==> config.mk <==
export PLATFORM = sky130hd
export DESIGN_NAME = dmem_arbiter
export DESIGN_NICKNAME = d
export VERILOG_FILES = /design/src/rtl/dmem_arbiter.sv
export SDC_FILE = /design/constraint.sdc
export NUM_CORES = 1
export LEC_CHECK = 0
export CAP_MARGIN = 20
export CELL_PAD_IN_SITES_DETAIL_PLACEMENT = 1
export CELL_PAD_IN_SITES_GLOBAL_PLACEMENT = 1
export CORE_MARGIN = 1.5
export CORE_UTILIZATION = 18
export CTS_CLUSTER_DIAMETER = 40
export DETAILED_ROUTE_END_ITERATION = 12
export PLACE_DENSITY_LB_ADDON = 0.12
export SETUP_SLACK_MARGIN = 0.2
export SLEW_MARGIN = 20
export SYNTH_ARGS = -nofsm -noshare
export SYNTH_HDL_FRONTEND = slang
export SYNTH_SLANG_ARGS = --single-unit
==> constraint.sdc <==
create_clock -name clk -period 1.7 [get_ports clk]
set_input_delay 0.255 -clock clk [delete_from_list [all_inputs] [get_ports clk]]
set_output_delay 0.255 -clock clk [all_outputs]
set_load 0.01 [all_outputs]
==> src/rtl/dmem_arbiter.sv <==
// Shares the single-ported data memory between the MEM stage (priority) and an external valid/ready master.
// Latency: CPU reads are combinational; CPU/external writes commit at the grant edge; external read data is registered (1 cycle).
// Backpressure: external requests wait while the CPU accesses, but are force-granted after MAX_WAIT denied cycles (CPU stalls 1 cycle).
module dmem_arbiter #(
  parameter int XLEN       = 32,
  parameter int ADDR_WIDTH = 8,
  parameter int MAX_WAIT   = 4
) (
  input  logic                  clk,
  input  logic                  reset,
  // MEM-stage port
  input  logic                  cpu_req,
  input  logic                  cpu_we,
  input  logic [XLEN/8-1:0]     cpu_be,
  input  logic [ADDR_WIDTH-1:0] cpu_addr,
  input  logic [XLEN-1:0]       cpu_wd,
  output logic [XLEN-1:0]       cpu_rd,
  output logic                  cpu_stall,
  // external master port
  input  logic                  ext_valid,
  output logic                  ext_ready,
  input  logic                  ext_we,
  input  logic [XLEN/8-1:0]     ext_be,
  input  logic [ADDR_WIDTH-1:0] ext_addr,
  input  logic [XLEN-1:0]       ext_wd,
  output logic                  ext_rvalid,
  output logic [XLEN-1:0]       ext_rdata,
  // memory port
  output logic                  mem_we,
  output logic [XLEN/8-1:0]     mem_be,
  output logic [ADDR_WIDTH-1:0] mem_addr,
  output logic [XLEN-1:0]       mem_wd,
  input  logic [XLEN-1:0]       mem_rd
);

  logic [3:0]      wait_cnt_q, wait_cnt_d;
  logic            ext_rvalid_q, ext_rvalid_d;
  logic [XLEN-1:0] ext_rdata_q;

  logic force_grant;
  logic grant_ext;
  logic grant_cpu;

  // Grant decision: CPU wins unless the external master has waited MAX_WAIT cycles
  always_comb begin
    force_grant = ext_valid && (wait_cnt_q >= 4'(MAX_WAIT));
    grant_ext   = ext_valid && (!cpu_req || force_grant);
    grant_cpu   = cpu_req && !grant_ext;
  end

  // Memory port mux; with no grant the CPU fields pass through but writes are blocked
  always_comb begin
    if (grant_ext) begin
      mem_we   = ext_we;
      mem_be   = ext_be;
      mem_addr = ext_addr;
      mem_wd   = ext_wd;
    end else begin
      mem_we   = cpu_we && grant_cpu;
      mem_be   = cpu_be;
      mem_addr = cpu_addr;
      mem_wd   = cpu_wd;
    end
  end

  // Next-state for the starvation counter and the read-response flag
  always_comb begin
    if (grant_ext || !ext_valid) begin
      wait_cnt_d = 4'd0;
    end else if (wait_cnt_q != 4'd15) begin
      wait_cnt_d = wait_cnt_q + 4'd1;
    end else begin
      wait_cnt_d = wait_cnt_q;
    end
    ext_rvalid_d = grant_ext && !ext_we;
  end

  // State registers; response data only updates when a read was granted
  always_ff @(posedge clk or posedge reset) begin
    if (reset) begin
      wait_cnt_q   <= 4'd0;
      ext_rvalid_q <= 1'b0;
      ext_rdata_q  <= '0;
    end else begin
      wait_cnt_q   <= wait_cnt_d;
      ext_rvalid_q <= ext_rvalid_d;
      if (ext_rvalid_d) begin
        ext_rdata_q <= mem_rd;
      end
    end
  end

  assign cpu_rd     = mem_rd;
  assign cpu_stall  = cpu_req && grant_ext;
  assign ext_ready  = grant_ext;
  assign ext_rvalid = ext_rvalid_q;
  assign ext_rdata  = ext_rdata_q;

endmodule

Word-level counts from Yosys, hierarchy flattened. Index checks and enable logic that the tools add are counted.

Bits of input ports: 126. Register bits: 37. Word-level logic and storage cells: 25.

Eq/ne operators: 1. Multiplexer cells: 6. Add/subtract/negate cells: 1. Reduce and logical (&&, ||, !) cells: 13. Magnitude comparators: 1.

Operators with widths (count): 32-bit two-way mux (1); 4-bit two-way mux (3); 8-bit two-way mux (1); 1-bit logical AND (6); 4-bit by 1-bit adder with 4-bit output (second input constant) (1); 4-bit by 3-bit greater-or-equal comparator with 1-bit output (second input constant) (1); 1-bit zero test (4); 4-bit != test (second input constant) (1); 1-bit logical OR (2); 2-bit nonzero test (1); 1-bit two-way mux (1).

Longest topological paths before layout. Gate-level depths: netlist (run 1).

Depth in word-level cells: 8. Gate-level depth with buffers: 6.

Least setup slack after synthesis (run 1). Ideal clock, no wire load.

Kind: flip-flop to output port. Start point: register wait_cnt_q[3]. End point: output mem_addr[0]. Arrival: 1.461 ns. Stages on the path, launching flop included: 6. Setup slack: -0.016 ns. Required time: 1.445 ns. Cell sequence: dfrtp_1 -> nor3b_4 -> nand2b_1 -> buf_6 -> buf_12 -> mux2_2.

Longest elaborated chain between the ends: 5.

RTL lines: start: declaration (RTL line 36) `logic [3:0] wait_cnt_q, wait_cnt_d;`; start signal: assignment (RTL line 85) `wait_cnt_q <= wait_cnt_d;`; 4-bit by 3-bit greater-or-equal comparator with 1-bit output (RTL line 46) `force_grant = ext_valid && (wait_cnt_q >= 4'(MAX_WAIT));`; 1-bit logical AND (RTL line 46); 1-bit logical OR (RTL line 47) `grant_ext = ext_valid && (!cpu_req || force_grant);`; 1-bit logical AND (RTL line 47); 8-bit two-way mux (RTL line 53) `if (grant_ext) begin`; end: declaration (RTL line 31) `output logic [ADDR_WIDTH-1:0] mem_addr,`.

Every way passes these cells.

Worst setup path in the final report (run 1).
Start point: register wait_cnt_q[2]. End point: output mem_wd[26].

Longest elaborated chain between the ends: 5.

RTL lines: 4-bit by 3-bit greater-or-equal comparator with 1-bit output (RTL line 46); 1-bit logical AND (RTL line 46); 1-bit logical OR (RTL line 47); 1-bit logical AND (RTL line 47); 32-bit two-way mux (RTL line 53); end: declaration (RTL line 32) `output logic [XLEN-1:0] mem_wd,`.

Every way passes these cells.

==> results of run 1 <==
[routing by layer]
layer  up-vias  track usage [%]  part of all wire, %  wire, um
li1       1037                -                    -         -
met1      1057             16.5                   39      4000
met2       144             26.0                   49      5000
met3         7             5.54                   12      1210
met4         0             2.44                 0.54        55
met5         -                0                    0         0
[sequential cells by signal (all words and copies together), names as in the netlist]
signal and count:
ext_rdata 32, ext_rvalid 1, wait_cnt_q 4
[per-stage QoR]
step | area [um2] | utilization, %
2_1_floorplan | 2410 | -
3_3_place_gp | 4770 | 39.0
6_report | 5450 | 44.6
4_1_cts | 5320 | 43.6
5_1_grt | 5450 | 44.6
3_5_place_dp | 4770 | 39.0
[power groups by stage]
stage	combinational, W	sequential (W)	clock, W
2_1_floorplan	0.000513	0.00117	0
3_3_place_gp	0.00145	0.00110	0
3_5_place_dp	0.00145	0.00111	0
4_1_cts	0.00163	0.00110	0.000989
5_1_grt	0.00174	0.00112	0.00103
6_report	0.00165	0.00110	0.000944
[cell families after synthesis]
kind of cell	count (synthesis)	synth area share (%)
DFF	37	40.5
adders and majority gates	1	0.547
and+or+nand+nor	8	2.96
AOI/OAI and AO/OA	2	0.657
muxes	76	39.1
buffers and inverters	43	16.1
other	1	0.164
[worst max-delay path: stages (launching register included)]
cell and delay [ns]:
sky130_fd_sc_hd__dfrtp_1 0.40, sky130_fd_sc_hd__nor3b_4 0.20, sky130_fd_sc_hd__nand2b_4 0.23, sky130_fd_sc_hd__buf_12 0.13
sky130_fd_sc_hd__buf_16 0.13, sky130_fd_sc_hd__mux2_4 0.31, sky130_fd_sc_hd__buf_6 0.12
[path summary, 6_finish.rpt]
kind,slack [ns],end,from,cells past startpoint
worst min-delay path,0.32,ext_rdata[8],reset,3
worst max-delay path,-0.36,mem_wd[26],wait_cnt_q[2],6
min in group clk,0.44,wait_cnt_q[0],wait_cnt_q[0],1
max in group asynchronous,1.14,ext_rdata[16],reset,3
worst max register to register,-0.05,ext_rdata[4],wait_cnt_q[3],9
worst min register to register,0.44,wait_cnt_q[0],wait_cnt_q[0],1
[layout make-up]
cell class              count  area [um2]  area share (%)
well taps                 168         210            3.86
multi-input cells          88        1250            22.9
flip-flops and latches     37         926            17.0
clock buffers               6         139            2.55
clock inverters             2        13.8           0.253
inverters                   3        16.3           0.299
repair buffers            272        2890            53.1
[placed cells by master (no fill, tap or decap)]
master                            instances
sky130_fd_sc_hd__conb_1                   1
sky130_fd_sc_hd__clkbuf_8                 1
sky130_fd_sc_hd__buf_4                    7
sky130_fd_sc_hd__mux2_4                  76
sky130_fd_sc_hd__a32o_2                   1
sky130_fd_sc_hd__dlygate4sd2_1           34
sky130_fd_sc_hd__dlymetal6s2s_1           3
sky130_fd_sc_hd__inv_6                    1
sky130_fd_sc_hd__clkdlybuf4s15_2          1
sky130_fd_sc_hd__nor2_1                   2
sky130_fd_sc_hd__o21ai_0                  1
sky130_fd_sc_hd__nor3b_4                  2
sky130_fd_sc_hd__ha_1                     1
sky130_fd_sc_hd__buf_16                   3
sky130_fd_sc_hd__clkinv_2                 1
sky130_fd_sc_hd__buf_12                   6
sky130_fd_sc_hd__and3_1                   2
sky130_fd_sc_hd__nand2_1                  1
sky130_fd_sc_hd__buf_8                    4
sky130_fd_sc_hd__buf_6                   60
sky130_fd_sc_hd__clkdlybuf4s50_1        153
sky130_fd_sc_hd__dfrtp_1                 37
sky130_fd_sc_hd__clkinv_4                 1
sky130_fd_sc_hd__inv_1                    2
sky130_fd_sc_hd__clkbuf_16                6
sky130_fd_sc_hd__nand2b_4                 1
[timing repair]
item	4_1_cts	5_1_grt
endpoints found under the setup margin	111	82
gates resized for setup	333	17
pin swaps	2	2
gates cloned	4	1
buffers inserted	13	4
==> metrics.txt, run 1 <==
# TYPE chip_impl_metric gauge
chip_impl_metric{name="yosys_warnings",unit=""} 0
chip_impl_info{name="cts_root_buf",value="sky130_fd_sc_hd__clkbuf_16"} 1
chip_impl_metric{name="arrival_time_worst_endpoint",unit="ns"} 1.81
chip_impl_info{name="synth_area_leaders",value="sky130_fd_sc_hd__dfrtp_1 (41%), sky130_fd_sc_hd__mux2_2 (32%), sky130_fd_sc_hd__buf_4 (11%)"} 1
chip_impl_metric{name="routed_wl",unit="um"} 10300
chip_impl_metric{name="placedCellCount",unit=""} 546
chip_impl_metric{name="numPortBuffers",unit=""} 237
chip_impl_info{name="tritoncts",value="done"} 1
chip_impl_metric{name="grt.total_usage",unit="%"} 14.4
chip_impl_metric{name="synth-edff-count",unit=""} 0
chip_impl_metric{name="power_density",unit="nW/um2"} 678
chip_impl_metric{name="drv.max_cap_violation_count",unit=""} 0
chip_impl_metric{name="drt_iter0_markers",unit=""} 44
chip_impl_metric{name="final_number_of_max_transition_violations",unit=""} 0
chip_impl_metric{name="detail_route.wl_per_cell",unit="um"} 17.8
chip_impl_metric{name="synth-async-reset-ratio",unit="%"} 100
chip_impl_metric{name="critical_path_required",unit="ns"} 1.44
chip_impl_metric{name="clock_sinks",unit=""} 37
chip_impl_info{name="worst_hold_path_type",value="primary input to async pin"} 1
chip_impl_metric{name="post-place-ws",unit="ns"} -0.772
chip_impl_metric{name="post-dp-hpwl",unit="um"} 7880
chip_impl_info{name="grt_setup_unrepaired",value="true"} 1
chip_impl_metric{name="grt_start_max_net_pins",unit=""} 21
chip_impl_metric{name="fin_worst_skew",unit="ns"} 0.00819
chip_impl_metric{name="critical_path.max_fanout",unit=""} 7
chip_impl_metric{name="finalWeightedCongestion",unit=""} 0.779
chip_impl_metric{name="cts_max_path_buffers",unit=""} 2
chip_impl_metric{name="leakagePower",unit="nW"} 2.55
chip_impl_metric{name="combPwrFrac",unit="%"} 44.7
chip_impl_metric{name="insertedDiodeCount",unit=""} 0
chip_impl_metric{name="core_area",unit="um2"} 12200
chip_impl_metric{name="drtPass1Iterations",unit=""} 4
chip_impl_metric{name="num_io_pins",unit=""} 238
chip_impl_metric{name="max_clock_freq",unit="MHz"} 485
chip_impl_info{name="synthMostInstantiatedCell",value="sky130_fd_sc_hd__mux2_2"} 1
chip_impl_metric{name="setup_tns",unit="ns"} -15.93
chip_impl_metric{name="area_growth_syn_to_layout",unit="%"} 138
chip_impl_metric{name="grt_pass1_wl",unit="um"} 14700
chip_impl_metric{name="hold_viol",unit=""} 0
chip_impl_metric{name="via_count_of_the_first_global_routing_pass",unit=""} 2423
chip_impl_metric{name="clock_power_share",unit="%"} 25.6
chip_impl_metric{name="final.fill_count",unit=""} 1319
chip_impl_metric{name="ys_ff_latch",unit=""} 37
chip_impl_info{name="worst-setup-path-type",value="flop to output pin"} 1
chip_impl_info{name="setup.worst_path.start_class",value="flop"} 1
chip_impl_metric{name="route.detailed.drc",unit=""} 0
chip_impl_info{name="ys_dominant_reg_cell",value="sky130_fd_sc_hd__dfrtp_1"} 1
chip_impl_metric{name="rows",unit=""} 40
chip_impl_metric{name="cts-hold-fix-buffers",unit=""} 0
chip_impl_metric{name="share_of_final_layout_standard_cells_stronger_than_drive_strength_1",unit="%"} 41.9
chip_impl_metric{name="fin_cells",unit=""} 576
chip_impl_info{name="cp-end-kind",value="output pin"} 1
chip_impl_metric{name="share_of_power_burned_in_registers",unit="%"} 29.7
chip_impl_metric{name="clk_pin_slew",unit="ns"} 0.06
chip_impl_metric{name="clock_latency_on_the_worst_skew_pair",unit="ns"} 0.28
chip_impl_metric{name="floorplan.die.width",unit="um"} 116
chip_impl_metric{name="netlist.area_leader.share",unit="%"} 40.5
chip_impl_metric{name="count_of_vias_placed_by_the_detailed_router",unit=""} 2245
chip_impl_metric{name="net-switching-power",unit="W"} 0.000966
chip_impl_metric{name="chip_height",unit="um"} 116
chip_impl_metric{name="worst_ir_drop_vdd",unit="mV"} 0.337
chip_impl_metric{name="vias_per_cell",unit=""} 3.90
chip_impl_metric{name="numCtsBuffers",unit=""} 5
chip_impl_metric{name="hold-worst-slack",unit="ns"} 0.316
chip_impl_metric{name="start_util",unit="%"} 18.7
chip_impl_info{name="run_status",value="finished, violations left"} 1
chip_impl_metric{name="cts_htree_levels",unit=""} 2
chip_impl_metric{name="setup_failing_eps_final",unit=""} 78
chip_impl_metric{name="power.internal",unit="W"} 0.00273
chip_impl_metric{name="synth-seq-area-share",unit="%"} 40.5
chip_impl_metric{name="synthesis.area_per_instance",unit="um2"} 13.6
chip_impl_metric{name="final_min_period_over_clock_period",unit="%"} 121
chip_impl_info{name="synth.top_cells.by_count",value="sky130_fd_sc_hd__mux2_2 (64), sky130_fd_sc_hd__dfrtp_1 (37), sky130_fd_sc_hd__buf_4 (35)"} 1
chip_impl_metric{name="design.final.nets",unit=""} 534
chip_impl_info{name="post-synth-top-area-cell",value="sky130_fd_sc_hd__dfrtp_1"} 1
chip_impl_metric{name="floorplan.die_area",unit="um2"} 13400
chip_impl_metric{name="grt_overflow_total",unit=""} 0
chip_impl_metric{name="swShare",unit="%"} 26.2
chip_impl_metric{name="worst_slack",unit="ns"} -0.361
chip_impl_metric{name="p_total",unit="W"} 0.00369
chip_impl_info{name="violations",value="negative setup slack"} 1
chip_impl_metric{name="postRouteAntennaNets",unit=""} 0
chip_impl_metric{name="min_period",unit="ns"} 2.06
chip_impl_metric{name="synth_cells",unit=""} 168
chip_impl_metric{name="antenna_found_initial",unit=""} 0
chip_impl_metric{name="netlist_area",unit="um2"} 2290
chip_impl_metric{name="synth_cell_type_count",unit=""} 18
chip_impl_metric{name="postSynthNetCount",unit=""} 295
Power figures use the tool's default switching activity.
==> run 2, diff against run 1 <==
Settings changed: CTS_BUF_LIST set to sky130_fd_sc_hd__clkbuf_8, TNS_END_PERCENT set to 30.
==> run 2 against run 1 <==
  * The run still ends with negative setup slack left
  * Worst setup slack worse by 0.010 ns
  * Via count down 2.0%
  * Maximum frequency down 0.50%
  * Critical path depth unchanged
  * Die area unchanged
  * Register-to-register slack better by 0.10 ns
  * First-iteration DRC count up 11%
  * Clock-buffer cell count unchanged
  * Sequential cell count unchanged
  * Clock power down 30%
  * Routed wire length down 2.2%
  * Critical path type unchanged
  * Largest power group unchanged
  * Highest routed layer unchanged
==> metrics.txt, run 2 (synthesized netlist as in run 1, its figures left out) <==
# TYPE chip_impl_metric gauge
chip_impl_metric{name="via_count_of_the_first_global_routing_pass",unit=""} 2404
chip_impl_metric{name="routed_wl",unit="um"} 10000
chip_impl_info{name="most-common-layout-cells",value="sky130_fd_sc_hd__clkdlybuf4s50_1 (142), sky130_fd_sc_hd__mux2_4 (76), sky130_fd_sc_hd__buf_6 (53), sky130_fd_sc_hd__dfrtp_1 (37), sky130_fd_sc_hd__dlygate4sd2_1 (36)"} 1
chip_impl_metric{name="postRouteAntennaNets",unit=""} 0
chip_impl_metric{name="placedCellCount",unit=""} 546
chip_impl_info{name="worst_hold_path_type",value="primary input to async pin"} 1
chip_impl_info{name="cp_top_family",value="simple AND/OR/NAND/NOR gates"} 1
chip_impl_metric{name="critical_path_required",unit="ns"} 1.44
chip_impl_metric{name="power_density",unit="nW/um2"} 639
chip_impl_metric{name="vias_per_cell",unit=""} 3.89
chip_impl_metric{name="insertedDiodeCount",unit=""} 0
chip_impl_info{name="grt_setup_unrepaired",value="true"} 1
chip_impl_metric{name="max_clock_freq",unit="MHz"} 483
chip_impl_metric{name="share_of_final_layout_standard_cells_stronger_than_drive_strength_1",unit="%"} 40.3
chip_impl_metric{name="num_io_pins",unit=""} 238
chip_impl_metric{name="fin_cells",unit=""} 565
chip_impl_metric{name="floorplan.die.width",unit="um"} 116
chip_impl_metric{name="chip_height",unit="um"} 116
chip_impl_metric{name="count_of_vias_placed_by_the_detailed_router",unit=""} 2199
chip_impl_metric{name="critical_path.max_fanout",unit=""} 8
chip_impl_metric{name="critical_path.n_buffers_inverters",unit=""} 3
chip_impl_metric{name="worst_ir_drop_vdd",unit="mV"} 0.343
chip_impl_metric{name="final_min_period_over_clock_period",unit="%"} 122
chip_impl_metric{name="floorplan.die_area",unit="um2"} 13400
chip_impl_info{name="crit_top_cell",value="sky130_fd_sc_hd__buf_12"} 1
chip_impl_metric{name="start_util",unit="%"} 18.7
chip_impl_metric{name="setup_tns",unit="ns"} -15.28
chip_impl_info{name="cts_root_buf",value="sky130_fd_sc_hd__clkbuf_8"} 1
chip_impl_metric{name="grt_pass1_wl",unit="um"} 14400
chip_impl_metric{name="clock_latency_on_the_worst_skew_pair",unit="ns"} 0.29
chip_impl_metric{name="worst_slack",unit="ns"} -0.371
chip_impl_metric{name="clock_sinks",unit=""} 37
chip_impl_metric{name="numCtsBuffers",unit=""} 5
chip_impl_metric{name="core_area",unit="um2"} 12200
chip_impl_metric{name="drtPass1Iterations",unit=""} 4
chip_impl_metric{name="cts-hold-fix-buffers",unit=""} 0
chip_impl_metric{name="clk_pin_slew",unit="ns"} 0.08
chip_impl_info{name="tritoncts",value="done"} 1
chip_impl_info{name="run_status",value="finished, violations left"} 1
chip_impl_metric{name="final_number_of_max_transition_violations",unit=""} 0
chip_impl_metric{name="setup_failing_eps_final",unit=""} 46
chip_impl_metric{name="final.fill_count",unit=""} 1320
chip_impl_info{name="critical_path_top_delay_cell",value="sky130_fd_sc_hd__dfrtp_1"} 1
chip_impl_info{name="violations",value="negative setup slack"} 1
chip_impl_info{name="worst-setup-path-type",value="flop to output pin"} 1
chip_impl_metric{name="antenna_found_initial",unit=""} 0
chip_impl_metric{name="area_growth_syn_to_layout",unit="%"} 128
chip_impl_metric{name="route.detailed.drc",unit=""} 0
chip_impl_metric{name="grt_overflow_total",unit=""} 0
chip_impl_metric{name="drt_iter0_markers",unit=""} 49
chip_impl_info{name="final_common_cell",value="sky130_fd_sc_hd__clkdlybuf4s50_1"} 1
chip_impl_metric{name="arrival_time_worst_endpoint",unit="ns"} 1.82
chip_impl_metric{name="post-dp-hpwl",unit="um"} 7880
chip_impl_info{name="cp-end-kind",value="output pin"} 1
chip_impl_metric{name="cts_max_path_buffers",unit=""} 2
chip_impl_metric{name="detail_route.wl_per_cell",unit="um"} 17.8
chip_impl_metric{name="hold_viol",unit=""} 0
chip_impl_metric{name="largest_register_ff_count",unit=""} 32
chip_impl_metric{name="max_stage_delay",unit="ns"} 0.41
chip_impl_info{name="setup.worst_path.start_class",value="flop"} 1
chip_impl_metric{name="finalWeightedCongestion",unit=""} 0.779
chip_impl_metric{name="grt_start_max_net_pins",unit=""} 24
chip_impl_metric{name="rows",unit=""} 40
chip_impl_metric{name="numPortBuffers",unit=""} 237
chip_impl_metric{name="drv.max_cap_violation_count",unit=""} 0
chip_impl_metric{name="leakagePower",unit="nW"} 2.53
chip_impl_metric{name="fin_worst_skew",unit="ns"} 0.0122
chip_impl_metric{name="min_period",unit="ns"} 2.07
chip_impl_info{name="cp_cell_sequence",value="nor3b_4 > nand2b_4 > buf_12 > buf_12 > mux2_4 > buf_6"} 1
chip_impl_metric{name="design.final.nets",unit=""} 523
chip_impl_metric{name="grt.total_usage",unit="%"} 14.2
chip_impl_metric{name="cts_htree_levels",unit=""} 2
-- run 2: layout make-up --
| type | count | area [um2] | share of cell area, % |
|---|---|---|---|
| clock buffer | 6 | 82.6 | 1.58 |
| clock inverter | 2 | 13.8 | 0.264 |
| inverter | 3 | 13.8 | 0.264 |
| multi-input combinational | 88 | 1250 | 24.0 |
| sequential | 37 | 926 | 17.8 |
| tap | 168 | 210 | 4.03 |
| timing repair buffer | 261 | 2720 | 52.1 |
-- run 2: power breakdown --
group,internal (W),total [W],switching [W]
Combinational,0.00106,0.00158,0.000516
Clock,0.000329,0.000660,0.000331
Sequential,0.00102,0.00109,0.0000752
Total,0.00241,0.00333,0.000922
-- run 2: worst paths after layout --
path / from / endpoint / slack, ns / cells after the start
setup / recovery: wait_cnt_q[2] / mem_wd[24] / -0.37 / 6
hold / removal: reset / ext_rdata[8] / 0.30 / 3
setup reg to reg: wait_cnt_q[3] / ext_rdata[18] / 0.05 / 6
hold reg to reg: wait_cnt_q[0] / wait_cnt_q[0] / 0.44 / 1
max in group asynchronous: reset / ext_rdata[16] / 1.16 / 3
min in group clk: wait_cnt_q[0] / wait_cnt_q[0] / 0.44 / 1
-- run 2: worst min-delay path: stages --
cell and delay, ns:
sky130_fd_sc_hd__clkdlybuf4s50_1 0.40, sky130_fd_sc_hd__inv_1 0.07, sky130_fd_sc_hd__buf_4 0.25
-- run 2: repair_timing --
item,4_1_cts,5_1_grt
setup buffers,8,2
gates resized for setup,326,17
endpoints found under the setup margin,113,91
gates cloned,1,0
pin swaps,1,1
-- run 2: layer usage --
metal / GRT usage, % / routed length [um]
met5: 0 / 0
met4: 2.44 / 59
met3: 5.60 / 1230
met2: 25.4 / 4880
met1: 16.2 / 3860
-- run 2: through the flow --
stage	total power (W)	hold slack, ns	util [%]	cell area [um2]	setup slack [ns]
6_report	0.00333	0.297	42.7	5210	-0.371
5_1_grt	0.00351	0.326	42.7	5210	-0.467
4_1_cts	0.00340	0.301	42.2	5150	-0.412
3_5_place_dp	0.00256	0.439	39.0	4770	-0.772
3_3_place_gp	0.00255	0.418	39.0	4770	-0.734
2_1_floorplan	0.00168	0.363	-	2410	-0.000644
==> run 3, diff against run 2 <==
Settings changed: CELL_PAD_IN_SITES_DETAIL_PLACEMENT 1 to not set, CELL_PAD_IN_SITES_GLOBAL_PLACEMENT 1 to not set, CORE_UTILIZATION 18 to 27.
==> run 3 against run 2 <==
  * The run still ends with negative setup slack left
  * Design area down 0.94%
  * Non-clock buffer count is 7 higher
  * Sequential power about the same
==> metrics.txt, run 3 (synthesized netlist as in run 1, its figures left out) <==
# TYPE chip_impl_metric gauge
chip_impl_metric{name="grt_start_max_net_pins",unit=""} 24
chip_impl_metric{name="clock_sinks",unit=""} 37
chip_impl_metric{name="drtPass1Iterations",unit=""} 2
chip_impl_info{name="run_status",value="finished, violations left"} 1
chip_impl_metric{name="min_period",unit="ns"} 2.14
chip_impl_info{name="tritoncts",value="done"} 1
chip_impl_metric{name="postRouteAntennaNets",unit=""} 0
chip_impl_metric{name="power_density",unit="nW/um2"} 666
chip_impl_metric{name="max_clock_freq",unit="MHz"} 467
chip_impl_metric{name="setup_tns",unit="ns"} -17.11
chip_impl_metric{name="grt_pass1_wl",unit="um"} 12900
chip_impl_metric{name="antenna_found_initial",unit=""} 0
chip_impl_metric{name="final.fill_count",unit=""} 676
chip_impl_metric{name="numPortBuffers",unit=""} 237
chip_impl_metric{name="r2r_setup_slack",unit="ns"} 0.16
chip_impl_info{name="setup.worst_path.start_class",value="flop"} 1
chip_impl_info{name="worst_hold_path_type",value="primary input to async pin"} 1
chip_impl_metric{name="grt_overflow_total",unit=""} 0
chip_impl_info{name="most-common-layout-cells",value="sky130_fd_sc_hd__clkdlybuf4s50_1 (156), sky130_fd_sc_hd__mux2_4 (74), sky130_fd_sc_hd__buf_6 (48), sky130_fd_sc_hd__dfrtp_1 (37), sky130_fd_sc_hd__dlygate4sd2_1 (34)"} 1
chip_impl_metric{name="drv.max_cap_violation_count",unit=""} 0
chip_impl_metric{name="area_growth_syn_to_layout",unit="%"} 126
chip_impl_metric{name="clock_latency_on_the_worst_skew_pair",unit="ns"} 0.28
chip_impl_metric{name="clk_pin_slew",unit="ns"} 0.07
chip_impl_metric{name="rows",unit=""} 33
chip_impl_info{name="rr_startpoint",value="wait_cnt_q[2]"} 1
chip_impl_metric{name="grtUsageMet1",unit="%"} 19.2
chip_impl_metric{name="max_stage_delay",unit="ns"} 0.40
chip_impl_info{name="worst-setup-path-type",value="flop to output pin"} 1
chip_impl_metric{name="via_count_of_the_first_global_routing_pass",unit=""} 2250
chip_impl_info{name="cts_root_buf",value="sky130_fd_sc_hd__clkbuf_8"} 1
chip_impl_metric{name="finalWeightedCongestion",unit=""} 0.707
chip_impl_metric{name="leakagePower",unit="nW"} 2.45
chip_impl_metric{name="worstRegToRegCells",unit=""} 5
chip_impl_metric{name="register_area",unit="um2"} 926
chip_impl_info{name="cp-end-kind",value="output pin"} 1
chip_impl_info{name="cp_cell_sequence",value="nor3b_4 > nand2b_4 > buf_12 > buf_12 > mux2_4 > buf_6"} 1
chip_impl_metric{name="final_min_period_over_clock_period",unit="%"} 126
chip_impl_metric{name="start_util",unit="%"} 27.8
chip_impl_metric{name="largest_register_ff_count",unit=""} 32
chip_impl_metric{name="num_io_pins",unit=""} 238
chip_impl_metric{name="critical_path_required",unit="ns"} 1.44
chip_impl_metric{name="numCtsBuffers",unit=""} 5
chip_impl_info{name="final_common_cell",value="sky130_fd_sc_hd__clkdlybuf4s50_1"} 1
chip_impl_metric{name="post-dp-hpwl",unit="um"} 7200
chip_impl_metric{name="hold_viol",unit=""} 0
chip_impl_metric{name="arrival_time_worst_endpoint",unit="ns"} 1.89
chip_impl_metric{name="critical_path.max_fanout",unit=""} 6
chip_impl_metric{name="share_of_final_layout_standard_cells_stronger_than_drive_strength_1",unit="%"} 40.7
chip_impl_metric{name="fin_worst_skew",unit="ns"} 0.00448
chip_impl_metric{name="grt.total_usage",unit="%"} 18.9
chip_impl_info{name="violations",value="negative setup slack"} 1
chip_impl_info{name="critical_path_top_delay_cell",value="sky130_fd_sc_hd__dfrtp_1"} 1
chip_impl_metric{name="insertedDiodeCount",unit=""} 0
chip_impl_metric{name="floorplan.die.width",unit="um"} 95.0
chip_impl_metric{name="use_met2",unit="%"} 36.5
chip_impl_info{name="grt_busiest_layer",value="met2"} 1
chip_impl_metric{name="setup_failing_eps_final",unit=""} 47
chip_impl_metric{name="design.final.nets",unit=""} 531
chip_impl_metric{name="drt_iter0_markers",unit=""} 17
chip_impl_metric{name="cts_max_path_buffers",unit=""} 2
chip_impl_metric{name="cts-hold-fix-buffers",unit=""} 0
chip_impl_metric{name="vias_per_cell",unit=""} 4.24
chip_impl_metric{name="post-place-ws",unit="ns"} -0.798
chip_impl_metric{name="worst_slack",unit="ns"} -0.441
chip_impl_metric{name="cts_htree_levels",unit=""} 2
chip_impl_metric{name="count_of_vias_placed_by_the_detailed_router",unit=""} 2162
chip_impl_info{name="crit_top_cell",value="sky130_fd_sc_hd__buf_12"} 1
chip_impl_metric{name="area_occupied_by_multi_input_gates",unit="um2"} 1250
chip_impl_metric{name="final_number_of_max_transition_violations",unit=""} 0
chip_impl_metric{name="core_area",unit="um2"} 8220
chip_impl_metric{name="routed_wl",unit="um"} 9020
chip_impl_metric{name="worst_ir_drop_vdd",unit="mV"} 0.643
chip_impl_metric{name="detail_route.wl_per_cell",unit="um"} 17.7
chip_impl_info{name="worstReg2RegEnd",value="ext_rdata[16]"} 1
chip_impl_metric{name="chip_height",unit="um"} 95.0
chip_impl_metric{name="gr-usage-met3",unit="%"} 7.34
chip_impl_metric{name="route.detailed.drc",unit=""} 0
chip_impl_info{name="grt_setup_unrepaired",value="true"} 1
chip_impl_metric{name="floorplan.die_area",unit="um2"} 9030
run 3: cell types whose count changed in the layout (fill, tap and decap cells not counted), moves of 3 or more:
cell,delta
sky130_fd_sc_hd__dlymetal6s2s_1,-11
sky130_fd_sc_hd__clkdlybuf4s50_1,+14
sky130_fd_sc_hd__buf_4,+3
sky130_fd_sc_hd__buf_2,+8
sky130_fd_sc_hd__buf_6,-5
run 3: layout make-up:
cell class,instances,area share (%)
repair buffers,268,52.7
clock buffers,6,1.60
flip-flops and latches,37,17.9
well taps,105,2.54
multi-input cells,89,24.3
inverters,3,0.267
clock inverters,2,0.654
run 3: worst max-delay path by stage:
stage | from | to | cells past startpoint
after CTS | wait_cnt_q[3] | mem_wd[29] | 6
after global placement | cpu_req | mem_wd[13] | 6
after global routing | wait_cnt_q[2] | mem_wd[0] | 6
after floorplan | wait_cnt_q[2] | mem_addr[0] | 5
after detailed placement | cpu_req | mem_wd[13] | 6
final | wait_cnt_q[2] | mem_wd[29] | 6
run 3: critical path, delay by kind of cell (launching register included):
family	cells	cell delay, ns
multiplexers	1	0.30
flip-flops	1	0.40
AND/OR/NAND/NOR	2	0.52
buffers and inverters	3	0.38
run 3: routing by layer:
layer | vias up | part of all wire [%]
li1 | 1028 | -
met1 | 1007 | 34
met2 | 120 | 53
met3 | 7 | 12
met4 | 0 | 1.0
met5 | - | 0
run 3: stage by stage:
stage                     cell area [um2]  utilization, %  total power, W  hold WS [ns]  instances
final                                5160            62.8         0.00344         0.310        510
after global routing                 5160            62.8         0.00361         0.338        510
after CTS                            5140            62.6         0.00348         0.314        510
after detailed placement             4700            57.2         0.00255         0.427        483
after global placement               4700            57.2         0.00253         0.416        483
after floorplan                      2410               -         0.00168         0.363        168
run 3: repair_timing:
| action | CTS | global route |
|---|---|---|
| setup buffers | 17 | 0 |
| pin swaps | 2 | 2 |
| endpoints found under the setup margin | 111 | 80 |
| cloned | 2 | 0 |
| gates resized for setup | 308 | 6 |
run 3: report_power, final:
group	switching (W)	internal, W	leakage [nW]	total, W
logic	0.000505	0.00108	1.94	0.00159
registers	0.0000734	0.00102	0.443	0.00109
clock network	0.000288	0.000472	0.0626	0.000760
total	0.000866	0.00257	2.45	0.00344
